<file path="src/rtl/seg7_scan_decoder.sv">
// Receive side of the active-low 7-segment scan bus: debounces each (anode, segment)
// pair, decodes it back to BCD and hands out one assembled frame per full scan.
module seg7_scan_decoder #(
    parameter int DIGITS = 4,
    parameter int STABLE = 4
) (
    input  logic                  clk,
    input  logic                  rst_n,
    input  logic [DIGITS-1:0]     an,
    input  logic [6:0]            seg,
    output logic                  frame_valid,
    input  logic                  frame_ready,
    output logic [4*DIGITS-1:0]   frame_bcd,
    output logic [DIGITS-1:0]     frame_err,
    output logic                  overrun
);

    localparam int CNT_W = $clog2(STABLE + 1);
    localparam logic [CNT_W-1:0]  CNT_ONE = CNT_W'(1);
    localparam logic [CNT_W-1:0]  CNT_MAX = CNT_W'(STABLE);
    localparam logic [DIGITS-1:0] LSB_D   = DIGITS'(1);

    typedef enum logic {EMPTY, FULL} state_t;

    logic [DIGITS-1:0]   an_q, an_prev_q;
    logic [6:0]          seg_q, seg_prev_q;
    logic [CNT_W-1:0]    cnt_q, cnt_d;
    logic [4*DIGITS-1:0] slot_bcd_q, slot_bcd_d;
    logic [DIGITS-1:0]   slot_err_q, slot_err_d;
    logic [DIGITS-1:0]   seen_q, seen_d, seen_next;
    logic                comp_q, complete;
    state_t              state_q, state_d;
    logic [4*DIGITS-1:0] frame_bcd_q, frame_bcd_d;
    logic [DIGITS-1:0]   frame_err_q, frame_err_d;
    logic                overrun_q, overrun_d;

    logic [DIGITS-1:0]   an_low;
    logic                same, fire, onehot, capture;
    logic [4:0]          dec;
    logic                accept;

    // {error, nibble}; all-dark is a blank digit, anything unknown decodes to E.
    function automatic logic [4:0] decode(input logic [6:0] s);
        case (s)
            7'b0000001: decode = {1'b0, 4'h0};
            7'b1001111: decode = {1'b0, 4'h1};
            7'b0010010: decode = {1'b0, 4'h2};
            7'b0000110: decode = {1'b0, 4'h3};
            7'b1001100: decode = {1'b0, 4'h4};
            7'b0100100: decode = {1'b0, 4'h5};
            7'b0100000: decode = {1'b0, 4'h6};
            7'b0001111: decode = {1'b0, 4'h7};
            7'b0000000: decode = {1'b0, 4'h8};
            7'b0000100: decode = {1'b0, 4'h9};
            7'b1111111: decode = {1'b0, 4'hF};
            default:    decode = {1'b1, 4'hE};
        endcase
    endfunction

    always_comb begin
        an_low = ~an_q;
        same   = (an_q == an_prev_q) && (seg_q == seg_prev_q);
        if (!same)
            cnt_d = CNT_ONE;
        else if (cnt_q == CNT_MAX)
            cnt_d = cnt_q;
        else
            cnt_d = cnt_q + CNT_ONE;
        // Fires only on the transition into STABLE, so long holds capture once.
        fire    = (cnt_d == CNT_MAX) && (cnt_q != CNT_MAX);
        onehot  = (an_low != '0) && ((an_low & (an_low - LSB_D)) == '0);
        capture = fire && onehot;
        dec     = decode(seg_q);

        slot_bcd_d = slot_bcd_q;
        slot_err_d = slot_err_q;
        for (int i = 0; i < DIGITS; i++) begin
            if (capture && an_low[i]) begin
                slot_bcd_d[4*i +: 4] = dec[3:0];
                slot_err_d[i]        = dec[4];
            end
        end
        seen_next = seen_q | (capture ? an_low : '0);
        complete  = &seen_next;
        seen_d    = complete ? '0 : seen_next;
    end

    always_comb begin
        state_d     = state_q;
        frame_bcd_d = frame_bcd_q;
        frame_err_d = frame_err_q;
        overrun_d   = overrun_q;
        accept      = (state_q == FULL) && frame_ready;
        case (state_q)
            EMPTY: begin
                if (comp_q) begin
                    frame_bcd_d = slot_bcd_q;
                    frame_err_d = slot_err_q;
                    state_d     = FULL;
                end
            end
            FULL: begin
                if (accept) begin
                    overrun_d = 1'b0;
                    if (comp_q) begin
                        frame_bcd_d = slot_bcd_q;
                        frame_err_d = slot_err_q;
                    end else begin
                        state_d = EMPTY;
                    end
                end else if (comp_q) begin
                    overrun_d = 1'b1;
                end
            end
            default: state_d = EMPTY;
        endcase
    end

    always_ff @(posedge clk) begin
        if (!rst_n) begin
            an_q        <= '1;
            seg_q       <= '1;
            an_prev_q   <= '1;
            seg_prev_q  <= '1;
            cnt_q       <= '0;
            slot_bcd_q  <= '0;
            slot_err_q  <= '0;
            seen_q      <= '0;
            comp_q      <= 1'b0;
            state_q     <= EMPTY;
            frame_bcd_q <= '0;
            frame_err_q <= '0;
            overrun_q   <= 1'b0;
        end else begin
            an_q        <= an;
            seg_q       <= seg;
            an_prev_q   <= an_q;
            seg_prev_q  <= seg_q;
            cnt_q       <= cnt_d;
            slot_bcd_q  <= slot_bcd_d;
            slot_err_q  <= slot_err_d;
            seen_q      <= seen_d;
            comp_q      <= complete;
            state_q     <= state_d;
            frame_bcd_q <= frame_bcd_d;
            frame_err_q <= frame_err_d;
            overrun_q   <= overrun_d;
        end
    end

    assign frame_valid = (state_q == FULL);
    assign frame_bcd   = frame_bcd_q;
    assign frame_err   = frame_err_q;
    assign overrun     = overrun_q;

endmodule

</file>
<file path="config.mk">
export PLATFORM = sky130hd
export DESIGN_NAME = seg7_scan_decoder
export DESIGN_NICKNAME = d
export VERILOG_FILES = /design/src/rtl/seg7_scan_decoder.sv
export SDC_FILE = /design/constraint.sdc
export NUM_CORES = 1
export LEC_CHECK = 0
export ABC_AREA = 1
export BUFFER_PORTS_ARGS = -buffer_cell sky130_fd_sc_hd__buf_4
export CELL_PAD_IN_SITES_DETAIL_PLACEMENT = 1
export CELL_PAD_IN_SITES_GLOBAL_PLACEMENT = 1
export CORE_ASPECT_RATIO = 0.8
export CORE_UTILIZATION = 40
export DETAILED_ROUTE_END_ITERATION = 8
export GPL_TIMING_DRIVEN = 0
export HOLD_SLACK_MARGIN = 0.12
export PLACE_DENSITY = 0.79
export REMOVE_ABC_BUFFERS = 1
export SLEW_MARGIN = 20
export SYNTH_ARGS = -nofsm -noshare
export SYNTH_HDL_FRONTEND = slang
export SYNTH_SLANG_ARGS = --single-unit
</file>
<file path="constraint.sdc">
create_clock -name clk -period 3.2 [get_ports clk]
set_input_delay 0.16 -clock clk [delete_from_list [all_inputs] [get_ports clk]]
set_output_delay 0.16 -clock clk [all_outputs]
set_load 0.005 [all_outputs]
</file>
# Word-level counts from Yosys, hierarchy flattened
# Cells that the tools add are included.
# W data, S select, Z words.
# word_totals
reg_bits	72
input_bits	14
elab_cells	73
# classes
n_addsub	2
n_eq_ne	16
muxes	15
n_bitwise	5
reduce_logical	16
# ops
op	count
$pmux W5 S11	1
$mux W16	2
$pmux W16 S2	1
$eq A7 B7 Y1 const B	3
$eq A7 B3 Y1 const B	2
$eq A7 B6 Y1 const B	2
$mux W4	3
$logic_and A1 B1 Y1	9
$pmux W4 S2	1
$eq A7 B1 Y1 const B	1
$eq A7 B4 Y1 const B	1
$eq A7 B5 Y1 const B	1
$eq A7 B7 Y1	1
$logic_not A7 Y1	1
$eq A3 B3 Y1 const B	2
$mux W3	2
$and A4 B4 Y4	1
$eq A4 B4 Y1	1
$logic_not A4 Y1	1
$mux W1	4
$not A4 Y4	1
$or A4 B4 Y4	1
$reduce_and A4 Y1	1
$reduce_bool A4 Y1	1
9 further kinds	10

# Depth between registers and ports, before layout
# depth
word_depth	10
depth_mapped	13

# Worst setup path before layout
# OpenSTA, ideal clock, no wires.
# synth_timing
kind	reg-to-reg
startpoint	register cnt_q[0]
endpoint	register seen_q[0]
setup_time_ps	134
arrival_time_ps	1724
required_ps	3066
path_slack_ps	1342
path_stages_with_launch	13
path_buffers	0
path_cell_list	dfxtp_1 inv_1 ha_1 nand2_2 o21ai_0 nor2_2 nand2_2 nor2_4 nand4_4 nand2_4 nand2_4 nor2_8 nor3_2
# synth_via
elab_chain_cells	10
word_cells_on_any_way	12
# synth_rtl
element	line	text
start, declared	27	logic [CNT_W-1:0] cnt_q, cnt_d;
start signal, assigned	139	cnt_q <= cnt_d;
$add A3 B1 Y3 or $eq A3 B3 Y1 (tied branches)	68, 65	
$mux W3	65	else if (cnt_q == CNT_MAX)
$mux W3	63	if (!same)
$eq A3 B3 Y1	70	fire = (cnt_d == CNT_MAX) && (cnt_q != CNT_MAX);
$logic_and A1 B1 Y1 *	70	
$logic_and A1 B1 Y1 *	72	capture = fire && onehot;
$mux W4 *	83	seen_next = seen_q | (capture ? an_low : '0);
$or A4 B4 Y4 *	83	
$reduce_and A4 Y1	84	complete = &seen_next;
$reduce_or A2 Y1 (no line)	n/a	
end signal, assigned	142	seen_q <= seen_d;
end, declared	30	logic [DIGITS-1:0] seen_q, seen_d, seen_next;
# Every way passes the cells marked *; elsewhere a longest branch is shown, timed or not.
# A chain may end at the register's enable or synchronous reset.

# Worst setup path after layout
# Ends and elaborated chain as after synthesis.

==> impl_metrics.env <==
export IMPL_slew_headroom=0.529
export IMPL_fp_dieW_um=98.5
export IMPL_first_global_vias=2668
export IMPL_vias_per_cell=4.81
export IMPL_power_frac_seq=0.515
export IMPL_swShare=0.244
export IMPL_rr_endpoint="seen_q[0]"
export IMPL_whs_path_depth=2
export IMPL_muxShareOfSynthArea=0
export IMPL_critPathArrivalTime_ps=2370
export IMPL_dp_slack_ps=1030
export IMPL_areaGrowthSynthToFinish_pct=22.2
export IMPL_numCtsBuffers=9
export IMPL_dp_hpwl_mm=4.73
export IMPL_cap_violations=0
export IMPL_comb_power_share=0.066
export IMPL_finalHoldViolCount=0
export IMPL_leakage_nw=1.71
export IMPL_period_needed_ps=2150
export IMPL_cts_tree="yes"
export IMPL_hold_class="in2reg"
export IMPL_tightest_slew_ps=706
export IMPL_cts_max_level=3
export IMPL_io_buffer_count=35
export IMPL_startpoint="cnt_q[0]"
export IMPL_r2r_slack_ps=1050
export IMPL_ys_types=30
export IMPL_cts_setup_buffers=0
export IMPL_p_switching_uw=437
export IMPL_clock_sinks=72
export IMPL_status="finished, final reports clean"
export IMPL_clock_fmax_mhz=464
export IMPL_antenna_found_initial=0
export IMPL_cp_end_kind="register"
export IMPL_synth_top_family_by_area="simple AND/OR/NAND/NOR gates"
export IMPL_utilization=0.518
export IMPL_wirelength_mm=7.02
export IMPL_grt_use_total=0.205
export IMPL_initial_utilization=0.424
export IMPL_ys_seq_elements=72
export IMPL_num_antenna_cells=0
export IMPL_die_y_um=79.2
export IMPL_clock_skew_final_ps=8.68
export IMPL_synth_flop_cell="dfxtp_1"
export IMPL_rows=27
export IMPL_p_clk_frac=0.419
export IMPL_slew_violations=0
export IMPL_cp_max_fo=8
export IMPL_ios=36
export IMPL_place_gp_congestion=0.882
export IMPL_worst_setup_path_start_kind="register"
export IMPL_drtPass1Iterations=6
export IMPL_min_period_over_period=0.673
export IMPL_grt_pass1_wl_mm=12.4
export IMPL_synth_avg_cell_area_sq_um=7.82
export IMPL_wl_per_cell_um=13.5
export IMPL_insertion_delay_ps=360
export IMPL_synth_top_area_frac=0.484
export IMPL_holdBufCountCts=12
export IMPL_grt_overflow=0
export IMPL_drive_gt1_frac=0.221
export IMPL_drc_errors=0
export IMPL_syn_inst=381
export IMPL_synth_compound_area_share=0.0979
export IMPL_required_ps=3410
export IMPL_root_buffer="clkbuf_8"
export IMPL_setup_slack_ps=1050
export IMPL_hp_start="rst_n"
export IMPL_mostFrequentLayoutCell="nor2_1"
export IMPL_ctsResizeCount=0
export IMPL_initialDrtViolationCount=98
export IMPL_synth_area_leaders="dfxtp_1 (48%), nor2_1 (10%), nand2_1 (7.6%)"
export IMPL_tns_ps=0
export IMPL_final_nets=445
export IMPL_vias=2508
export IMPL_async_flop_share=0
export IMPL_cts_buffer_depth=2
export IMPL_synth_edf_count=0
export IMPL_setup_viol=0
export IMPL_yosysTopAreaCell="dfxtp_1"
export IMPL_clkTransAtPathRegs_ps=70
export IMPL_ir_drop_v=0.000218
export IMPL_yosys_area_share_simple=0.320
export IMPL_r2r_start="cnt_q[0]"
export IMPL_synth_xor_xnor_area_share=0.0202
export IMPL_synth_area_sq_um=2980
export IMPL_cellPowerDensity_nw_per_um2=493
export IMPL_dieArea_sq_um=7800
export IMPL_p_int_mw=1.36
export IMPL_core_sq_um=7030
export IMPL_whs_endpoint="seg_prev_q[5]"
export IMPL_synth_fa_ha_area_frac=0.00840
export IMPL_rsz0062_at_grt="false"
export IMPL_drtAntennaViolNets=0
export IMPL_yosysSeqAreaShare=0.484
export IMPL_mostFrequentLayoutCells="nor2_1 (81), dfxtp_1 (72), nand2_1 (60), inv_1 (37), buf_4 (35)"
export IMPL_ys_warn_count=0
export IMPL_ff2ff_path_depth=12
export IMPL_crit_type="reg2reg"
export IMPL_grt_max_degree=53
worst max-delay path, stage by stage (launching register included):
cell and delay, ps:
dfxtp_1 350, inv_1 90, ha_1 210, nand2_2 140
o21ai_0 160, nor2_2 120, nand2_2 70, nor2_4 230
nand4_4 220, nand2_4 130, nand2_4 70, nor2_8 150
nor3_2 50
registers in the layout, indices dropped and copies added, names as in the netlist:
register and count:
seg_prev_q 7, slot_err_q 4, an_prev_q 4, frame_valid 1, an_q 4, overrun 1
seg_q 7, seen_q 4, comp_q 1, frame_err 4, cnt_q 3, slot_bcd_q 16
frame_bcd 16
metrics by stage:
step | hold slack, ps | std cells | instance area [sq um] | power, mW
finish | 206 | 521 | 3640 | 1.79
global placement | 348 | 493 | 3310 | 1.04
CTS | 204 | 521 | 3640 | 1.81
detailed placement | 352 | 493 | 3310 | 1.05
global route | 225 | 521 | 3640 | 1.86
floorplan | 229 | 371 | 2940 | 1.01
power groups by stage:
stage	sequential [mW]	clock [mW]	combinational (mW)
2_1_floorplan	0.940	0	0.0671
3_3_place_gp	0.943	0	0.101
3_5_place_dp	0.944	0	0.105
4_1_cts	0.923	0.766	0.118
5_1_grt	0.925	0.802	0.135
6_report	0.923	0.752	0.118
cells by family (layout without fill, tap and decap cells):
group           count (synthesis)  count (layout)
simple gates                  190             190
flops                          72              72
compound gates                 56              56
buf+inv                        55             108
xor+xnor                        6               6
fa+ha+maj                       2               2
synthesized netlist by cell type (3+ instances only):
cell type  count
nand4_4        4
nand2_4        3
inv_2          8
clkbuf_1       6
or2_2         12
inv_1         37
xor2_1         5
nor2_1        81
a21oi_1       13
nand3_1        8
dfxtp_1       72
nor3_1         3
o21ai_0       34
nor3_2         5
nand2_2        6
nand2_1       60
buf_1          4
o21ai_1        4
routing by layer:
metal | wire length [um] | vias to the layer above | global-route usage | share of wire
li1 | - | 1288 | - | -
met1 | 3220 | 1175 | 0.239 | 0.46
met2 | 3490 | 37 | 0.355 | 0.50
met3 | 236 | 8 | 0.0643 | 0.034
met4 | 75 | 0 | 0.0776 | 0.011
met5 | 0 | - | 0 | 0
layout make-up:
type | count | area [sq um]
fillers | 884 | 3390
well taps | 87 | 109
multi-input cells | 254 | 1330
clock inverters | 5 | 55.1
inverters | 45 | 169
repair buffers | 47 | 383
clock buffers | 11 | 151
flip-flops and latches | 72 | 1440
how the worst max path moves through the flow:
stage / end / cells past startpoint
6_report: seen_q[0] / 12
5_1_grt: seen_q[0] / 12
4_1_cts: seen_q[0] / 12
3_5_place_dp: seen_q[0] / 12
3_3_place_gp: seen_q[3] / 12
2_1_floorplan: seen_q[0] / 12
No activity file was read; power rests on OpenSTA's default activity.
